`src/rtl/rx_fifo_pkg.sv`:
```
// rx_fifo_pkg: shared constants, UART register map and FIFO operation decode for the rx_fifo slice
package rx_fifo_pkg;
  localparam int RX_FIFO_DEPTH = 16;
  typedef enum logic [3:0] {
    TX_RDY = 4'h0,
    TX_DAT = 4'h1,
    RX_RDY = 4'h2,
    RX_DAT = 4'h3,
    RX_CNT = 4'h4,
    RX_ERR = 4'h5
  } uart_reg_e;
  typedef enum logic [2:0] {
    OP_IDLE,
    OP_PUSH,
    OP_POP,
    OP_BOTH,
    OP_BYPASS,
    OP_DROP
  } fifo_op_e;
  // A push into a full FIFO still lands when a pop frees a slot in the same cycle.
  function automatic fifo_op_e fifo_op(input logic wr, input logic rd, input logic empty, input logic full);
    return (wr & rd & empty) ? OP_BYPASS :
           (wr & rd)         ? OP_BOTH   :
           (wr & full)       ? OP_DROP   :
           wr                ? OP_PUSH   :
           (rd & !empty)     ? OP_POP    : OP_IDLE;
  endfunction
endpackage

```
`src/rtl/rx_fifo_if.sv`:
```
// rx_fifo_if: producer/consumer bus of the receive FIFO
interface rx_fifo_if #(parameter int DEPTH = 16);
  localparam int ADDR_W = $clog2(DEPTH);
  logic              i_wr;
  logic [7:0]        i_data;
  logic              i_rd;
  logic              i_clr_ovr;
  logic [7:0]        o_data;
  logic              o_empty;
  logic              o_full;
  logic [ADDR_W:0]   o_count;
  logic              o_overrun;
  modport slave (
    input  i_wr, i_data, i_rd, i_clr_ovr,
    output o_data, o_empty, o_full, o_count, o_overrun
  );
  modport master (
    output i_wr, i_data, i_rd, i_clr_ovr,
    input  o_data, o_empty, o_full, o_count, o_overrun
  );
endinterface

```
`src/rtl/rx_fifo_mem.sv`:
```
// rx_fifo_mem: DEPTH x 8 storage with one sync write port and one registered read port
module rx_fifo_mem #(
  parameter int DEPTH  = 16,
  parameter int ADDR_W = $clog2(DEPTH)
) (
  input  logic              i_clk,
  input  logic              i_rst,
  input  logic              i_we,
  input  logic [ADDR_W-1:0] i_waddr,
  input  logic [7:0]        i_wdata,
  input  logic              i_re,
  input  logic [ADDR_W-1:0] i_raddr,
  output logic [7:0]        o_rdata
);
  logic [7:0] mem [DEPTH];
  always_ff @(posedge i_clk) begin
    if (i_we) mem[i_waddr] <= i_wdata;
  end
  // Same-address read and write return the old byte, which is what a full FIFO pop needs.
  always_ff @(posedge i_clk) begin
    if (i_rst) o_rdata <= 8'h00;
    else if (i_re) o_rdata <= mem[i_raddr];
  end
endmodule

```
`src/rtl/rx_fifo.sv`:
```
// rx_fifo: byte FIFO between serial_rx and the UART register interface, with bypass and sticky overrun
module rx_fifo
  import rx_fifo_pkg::*;
#(
  parameter int DEPTH = RX_FIFO_DEPTH
) (
  input  logic     i_clk,
  input  logic     i_rst,
  rx_fifo_if.slave bus
);
  localparam int ADDR_W = $clog2(DEPTH);
  localparam logic [ADDR_W:0] FULL_CNT = (ADDR_W+1)'(DEPTH);
  localparam logic [ADDR_W:0] CNT_ONE = (ADDR_W+1)'(1);
  localparam logic [ADDR_W-1:0] PTR_ONE = ADDR_W'(1);
  logic [ADDR_W-1:0] wr_ptr, rd_ptr;
  logic [ADDR_W:0]   count, count_nxt;
  logic [7:0]        mem_q, byp_q;
  logic              empty_q, full_q, overrun, sel_byp;
  logic              wr_en, rd_en, bypass, drop;
  fifo_op_e          op;
  always_comb begin
    op        = fifo_op(bus.i_wr, bus.i_rd, empty_q, full_q);
    wr_en     = (op == OP_PUSH) || (op == OP_BOTH);
    rd_en     = (op == OP_POP) || (op == OP_BOTH);
    bypass    = op == OP_BYPASS;
    drop      = op == OP_DROP;
    count_nxt = (op == OP_PUSH) ? count + CNT_ONE :
                (op == OP_POP)  ? count - CNT_ONE : count;
  end
  always_ff @(posedge i_clk) begin
    if (i_rst) begin
      wr_ptr  <= '0;
      rd_ptr  <= '0;
      count   <= '0;
      empty_q <= 1'b1;
      full_q  <= 1'b0;
      overrun <= 1'b0;
      sel_byp <= 1'b0;
      byp_q   <= 8'h00;
    end else begin
      if (wr_en) wr_ptr <= wr_ptr + PTR_ONE;
      if (rd_en) rd_ptr <= rd_ptr + PTR_ONE;
      count   <= count_nxt;
      empty_q <= count_nxt == '0;
      full_q  <= count_nxt == FULL_CNT;
      overrun <= drop | (overrun & ~bus.i_clr_ovr);
      if (bypass) byp_q <= bus.i_data;
      if (bypass | rd_en) sel_byp <= bypass;
    end
  end
  rx_fifo_mem #(.DEPTH(DEPTH), .ADDR_W(ADDR_W)) u_mem (
    .i_clk   (i_clk),
    .i_rst   (i_rst),
    .i_we    (wr_en),
    .i_waddr (wr_ptr),
    .i_wdata (bus.i_data),
    .i_re    (rd_en),
    .i_raddr (rd_ptr),
    .o_rdata (mem_q)
  );
  // o_data follows whichever source delivered the most recent successful pop.
  assign bus.o_data    = sel_byp ? byp_q : mem_q;
  assign bus.o_empty   = empty_q;
  assign bus.o_full    = full_q;
  assign bus.o_count   = count;
  assign bus.o_overrun = overrun;
endmodule

```
`src/flat_wrapper.sv`:
```
// flat-port wrapper written by rule: the top's interface ports become plain ports
module rx_fifo_flat import rx_fifo_pkg::*;
#(
  parameter int DEPTH = RX_FIFO_DEPTH
)
  (i_clk, i_rst, bus_i_wr, bus_i_data, bus_i_rd, bus_i_clr_ovr, bus_o_data, bus_o_empty, bus_o_full, bus_o_count, bus_o_overrun);
  rx_fifo_if #(.DEPTH(DEPTH)) bus_i ();
  input  logic i_clk;
  input  logic i_rst;
  input wire logic [$bits(bus_i.i_wr)-1:0] bus_i_wr;
  input wire logic [$bits(bus_i.i_data)-1:0] bus_i_data;
  input wire logic [$bits(bus_i.i_rd)-1:0] bus_i_rd;
  input wire logic [$bits(bus_i.i_clr_ovr)-1:0] bus_i_clr_ovr;
  output wire logic [$bits(bus_i.o_data)-1:0] bus_o_data;
  output wire logic [$bits(bus_i.o_empty)-1:0] bus_o_empty;
  output wire logic [$bits(bus_i.o_full)-1:0] bus_o_full;
  output wire logic [$bits(bus_i.o_count)-1:0] bus_o_count;
  output wire logic [$bits(bus_i.o_overrun)-1:0] bus_o_overrun;
  assign bus_i.i_wr = bus_i_wr;
  assign bus_i.i_data = bus_i_data;
  assign bus_i.i_rd = bus_i_rd;
  assign bus_i.i_clr_ovr = bus_i_clr_ovr;
  assign bus_o_data = bus_i.o_data;
  assign bus_o_empty = bus_i.o_empty;
  assign bus_o_full = bus_i.o_full;
  assign bus_o_count = bus_i.o_count;
  assign bus_o_overrun = bus_i.o_overrun;
  rx_fifo #(.DEPTH(DEPTH)) u_core (.i_clk(i_clk), .i_rst(i_rst), .bus(bus_i));
endmodule
```
`config.mk`:
```
export PLATFORM = sky130hd
export DESIGN_NAME = rx_fifo_flat
export DESIGN_NICKNAME = d
export VERILOG_FILES = /design/src/rtl/rx_fifo_pkg.sv /design/src/rtl/rx_fifo_if.sv /design/src/rtl/rx_fifo_mem.sv /design/src/rtl/rx_fifo.sv /design/src/flat_wrapper.sv
export SDC_FILE = /design/constraint.sdc
export NUM_CORES = 1
export LEC_CHECK = 0
export CORE_ASPECT_RATIO = 1.5
export CORE_MARGIN = 5
export CORE_UTILIZATION = 60
export DETAILED_ROUTE_END_ITERATION = 12
export PLACE_DENSITY = 0.79
export SLEW_MARGIN = 10
export SYNTH_ARGS = -nofsm -noshare
export SYNTH_HDL_FRONTEND = slang
export SYNTH_SLANG_ARGS = --single-unit
```
`constraint.sdc`:
```
create_clock -name i_clk -period 2.9 [get_ports i_clk]
set_input_delay 0.58 -clock i_clk [delete_from_list [all_inputs] [get_ports i_clk]]
set_output_delay 0.58 -clock i_clk [all_outputs]
set_load 0.01 [all_outputs]
```
# ---- Word-level counts from Yosys, hierarchy flattened
# Memories as Yosys holds them, arrays and structs flattened. A register that Yosys moved wholly into a read port is not among the register bits.
# Cells that the tools add are included.
dict set report totals {
  input_bits 13
  output_inout_bits 16
  ram_bits 128
  n_memories 1
  register_bits 25
  wordCells 41
}
# memory depth width read_ports rd_ports_with_merged_regs write_ports line
set mem_list {}
lappend mem_list {u_core.u_mem.mem 16 8 1 1 1 rx_fifo_mem.sv:15} ;# logic [7:0] mem [DEPTH];
dict set report classes {
  n_eq_ne 6
  n_addsub 4
  bitwise 8
  muxes 10
  reduce_logical 4
}
# op count
set ops {}
lappend ops {{$mux W3} 4}
lappend ops {{$mux W5} 2}
lappend ops {{$add A4 B1 Y4 const B} 2}
lappend ops {{$mux W8} 1}
lappend ops {{$eq A3 B2 Y1 const B} 2}
lappend ops {{$eq A3 B3 Y1 const B} 2}
lappend ops {{$add A5 B1 Y5 const B} 1}
lappend ops {{$and A1 B1 Y1} 5}
lappend ops {{$eq A5 B5 Y1 const B} 1}
lappend ops {{$logic_not A5 Y1} 1}
lappend ops {{$sub A5 B1 Y5 const B} 1}
lappend ops {{$eq A3 B1 Y1 const B} 1}
lappend ops {{$logic_or A1 B1 Y1} 2}
lappend ops {{$mux W1} 2}
lappend ops {{$mux W2} 1}
lappend ops {{$or A1 B1 Y1} 2}
lappend ops {{$logic_not A1 Y1} 1}
lappend ops {{$not A1 Y1} 1}

# ---- Depth between registers and ports, before layout
dict set report depth {
  word_depth 11
  depth_mapped 6
  ltp_nobuf 6
}

# ---- Modules after synthesis
# Synthesis repeated with hierarchy kept, for this count alone.
dict set report hier_totals {
  hier_cells 450
  area_unflattened_um2 6565.0
}
# mod seq_area_each_um2 cells_per_inst area_per_inst_um2 instances
set by_module_without_submodules {}
lappend by_module_without_submodules {rx_fifo_mem 4003.8 316 5343.9 1}
lappend by_module_without_submodules {rx_fifo 500.5 134 1221.2 1}

# ---- Worst setup path after synthesis
# No wires, ideal clock.
dict set report synth_path {
  kind {input to register}
  from {input bus_i_rd}
  to {memory u_core.u_mem.mem[0][0] (enable)}
  t_arrival_ns 2.037
  setup_time_ns 0.383
  path_buffers 2
  cell_stages 6
  required_ns 2.517
  setup_slack_ns 0.480
  cell_sequence {buf_2 nor2b_1 buf_2 o21a_1 nand2_1 nor3_1}
}
dict set report synth_between {
  elab_chain_len 10
  elab_cells_between_ends 13
  cone_classes {2 x eq/ne; 7 x mux; 3 x bitwise; 1 x reduce/logical}
}
# element line
set synth_lines {}
lappend synth_lines {{start, declared} flat_wrapper.sv:12} ;# input wire logic [$bits(bus_i.i_rd)-1:0] bus_i_rd;
lappend synth_lines {{$and A1 B1 Y1} rx_fifo_pkg.sv:26} ;# (rd & !empty) ? OP_POP : OP_IDLE;
lappend synth_lines {{$mux W2} rx_fifo_pkg.sv:26}
lappend synth_lines {{$mux W3} rx_fifo_pkg.sv:25} ;# wr ? OP_PUSH :
lappend synth_lines {{$mux W3} rx_fifo_pkg.sv:24} ;# (wr & full) ? OP_DROP :
lappend synth_lines {{$mux W3} rx_fifo_pkg.sv:23} ;# (wr & rd) ? OP_BOTH :
lappend synth_lines {{$mux W3 (*)} rx_fifo_pkg.sv:22} ;# return (wr & rd & empty) ? OP_BYPASS :
lappend synth_lines {{$eq A3 B1 Y1 / $eq A3 B2 Y1 (equally long branches)} rx_fifo.sv:23} ;# wr_en = (op == OP_PUSH) || (op == OP_BOTH);
lappend synth_lines {{$logic_or A1 B1 Y1 (*)} rx_fifo.sv:23}
lappend synth_lines {{$mux W1 (*)} rx_fifo_mem.sv:17} ;# if (i_we) mem[i_waddr] <= i_wdata;
lappend synth_lines {{$mux W1 (implied by the code) (*)} rx_fifo_mem.sv:17}
lappend synth_lines {{end, declared} rx_fifo_mem.sv:15}
# Every way passes the cells marked *; elsewhere a longest branch is shown, timed or not.

# ---- Worst setup path after layout
dict set report layout_path {
  from {register u_core.sel_byp}
  to {output bus_o_data[6]}
}
dict set report layout_between {
  elab_chain_len 1
}
# element line
set layout_lines {}
lappend layout_lines {{start, declared} rx_fifo.sv:18} ;# logic empty_q, full_q, overrun, sel_byp;
lappend layout_lines {{start signal, assigned} rx_fifo.sv:48} ;# if (bypass | rd_en) sel_byp <= bypass;
lappend layout_lines {{$mux W8} rx_fifo.sv:62} ;# assign bus.o_data = sel_byp ? byp_q : mem_q;
lappend layout_lines {{end, declared} flat_wrapper.sv:14} ;# output wire logic [$bits(bus_i.o_data)-1:0] bus_o_data;
# No other way between the ends.

==> results.sh <==
export IMPL_status="finished clean"
export IMPL_die_area_um2=13200
export IMPL_fin_ws_ns=0.455
export IMPL_p_per_area_nw_per_um2=707
export IMPL_diodes=0
export IMPL_grt_antenna_before_repair=0
export IMPL_rrSetupSlack_ns=0.70
export IMPL_drive_gt1_frac=0.153
export IMPL_max_freq_mhz=409
export IMPL_hold_class="register to register"
export IMPL_startpoint_type="register"
export IMPL_syn2layout_area_growth_pct=16.5
export IMPL_worstSetupPathType="register to primary output"
export IMPL_cp_end_kind="primary output"
export IMPL_mappedNetlistArea_um2=6590
export IMPL_grt_ovfl_total=0
export IMPL_period_share=0.843
export IMPL_yosysWarningCount=0
export IMPL_wl_um=13800
export IMPL_cp_max_fo=9
export IMPL_post_cts_setup_buffers=0
export IMPL_path_cells="mux2_2 -> clkdlybuf4s50_1"
export IMPL_cts_root_buffer="clkbuf_16"
export IMPL_yosysSeqAreaShare=0.683
export IMPL_gp_congestion=0.863
export IMPL_grt_max_degree=34
export IMPL_syn_area_per_cell_um2=17.2
export IMPL_cts_sinks=161
export IMPL_synthMostInstantiatedCell="edfxtp_1"
export IMPL_place_ws_ns=0.205
export IMPL_grt_setup_unrepaired="no"
export IMPL_ant_nets=0
export IMPL_drt_pass1_iterations=5
export IMPL_port_buffers=28
export IMPL_grt_pass1_vias=3790
export IMPL_row_count=47
export IMPL_finalSetupTns_ns=0
export IMPL_vias_per_cell=6.13
export IMPL_worstPathRequired_ns=2.32
export IMPL_slowest_delay_ns=0.56
export IMPL_drv_cap=0
export IMPL_regArea_um2=4510
export IMPL_cts_resized=0
export IMPL_synth_cells=383
export IMPL_h_tree_depth=4
export IMPL_grt_use_total=0.227
export IMPL_setup_violations=0
export IMPL_leakagePower_nw=2.66
export IMPL_ys_flop_type="edfxtp_1"
export IMPL_drcViolationCount=0
export IMPL_ys_ff_latch=161
export IMPL_synth_area_leader_cell="edfxtp_1"
export IMPL_initial_utilization=0.606
export IMPL_cp_arrival_ns=1.86
export IMPL_cp_slowest_cell="dfxtp_1"
export IMPL_num_vias=3627
export IMPL_dp_final_hpwl_um=9050
export IMPL_synth_top_cell_area_share=0.583
export IMPL_synth_edf_count=128
export IMPL_synth_area_leaders="edfxtp_1 58%, mux4_1 12%, dfxtp_1 10%"
export IMPL_finalMaxSlewViolations=0
export IMPL_multi_input_area_um2=1930
export IMPL_finClkSkew_ns=0.0105
export IMPL_slew_headroom=0.439
export IMPL_avgRoutedWirePerCell_um=23.4
export IMPL_ys_types=42
export IMPL_path_clk_slew_ns=0.06
export IMPL_fp_dieW_um=95.6
export IMPL_ir_drop_uv=469
export IMPL_ios=29
export IMPL_clock_latency_ns=0.42
export IMPL_design_core_area_um2=10900
export IMPL_drt_iter0_markers=252
export IMPL_synth_nets=403
export IMPL_cts_buffers=17
export IMPL_postCtsHoldBufs=0
export IMPL_ys_async_sr_fraction=0
export IMPL_cts_tree="yes"
export IMPL_finalCriticalPeriod_ns=2.44
export IMPL_synthTopCellsByCount="128 x edfxtp_1, 33 x dfxtp_1, 30 x nor2_1"
export IMPL_nets=452
export IMPL_hold_violations=0
export IMPL_grt_first_pass_wirelength_um=21300
export IMPL_die_y_um=138
export IMPL_nFillCells=680
export IMPL_clockBufferDepth=2
export IMPL_tightest_slew_ns=0.839
[state kept, by name (all words and copies together), names as in the netlist]
signal / cells
u_core.u_mem.mem: 128
u_core.byp_q: 8
u_core.u_mem.o_rdata: 8
u_core.bus.o_count: 5
u_core.rd_ptr: 4
u_core.wr_ptr: 4
u_core.bus.o_empty: 1
u_core.bus.o_full: 1
u_core.bus.o_overrun: 1
u_core.sel_byp: 1
[layout by cell type, fill, tap and decap left out, drive strengths merged, types with 5 or more instances in the layout]
cell and n:
o21ai 11, mux2 8, nand2 16, inv 14, nor2 30, mux4 32
mux2i 13, xor2 6, dfxtp 33, o211ai 5, a22o 14, clkbuf 17
nand2b 5, nor3 6, a21oi 11, edfxtp 128, clkdlybuf4s50 28, buf 23
ha 7
[critical path, delay by kind of cell (launching register included)]
family / cells / cell delay, ns
flops: 1 / 0.56
buf+inv: 1 / 0.49
mux: 1 / 0.39
[layer usage]
layer | part of all wire | global-route usage | vias up
met3 | 0.051 | 0.0484 | 29
met1 | 0.38 | 0.277 | 1840
met4 | 0.038 | 0.122 | 0
met5 | 0 | 0 | -
met2 | 0.53 | 0.371 | 133
li1 | - | - | 1625
[layout make-up]
cell class	instances	area share
sequential	161	0.587
tap	147	0.0239
multi-input combinational	194	0.252
clock inverter	15	0.0202
inverter	7	0.00342
timing repair buffer	51	0.0590
clock buffer	17	0.0554
[final timing paths]
check	end	startpoint	depth (start not counted)
hold / removal	u_core.u_mem.o_rdata[4]$_SDFFE_PP0P_	u_core.u_mem.o_rdata[4]$_SDFFE_PP0P_	2
hold reg to reg	u_core.u_mem.o_rdata[4]$_SDFFE_PP0P_	u_core.u_mem.o_rdata[4]$_SDFFE_PP0P_	2
setup / recovery	bus_o_data[6]	u_core.sel_byp$_SDFFE_PP0P_	2
setup reg to reg	u_core.u_mem.o_rdata[7]$_SDFFE_PP0P_	u_core.rd_ptr[0]$_SDFFE_PP0P_	5
[logic make-up after synthesis]
kind of cell    after synthesis  synth area share
flops                       161             0.683
simple gates                 78            0.0605
mux                          53             0.159
compound gates               47            0.0480
buf+inv                      28            0.0239
xor+xnor                      9            0.0120
fa+ha+maj                     7            0.0133
[power by group]
| group | leakage, nW | switching [mW] | internal, mW |
|---|---|---|---|
| registers | 1.42 | 0.0795 | 2.56 |
| logic | 0.962 | 0.305 | 0.313 |
| clock network | 0.279 | 0.898 | 1.28 |
[through the flow]
stage          area (um2)  power (mW)  std cells  hold slack [ns]   util
6_report             7680        5.43        592            0.460  0.706
3_5_place_dp         7100        3.30        560            0.452  0.653
4_1_cts              7680        5.47        592            0.462  0.706
5_1_grt              7680        5.63        592            0.487  0.706
3_3_place_gp         7100        3.28        560            0.444  0.653
2_1_floorplan        6590        3.08        383            0.434      -
Note: power is estimated with default switching activity, not from simulation.
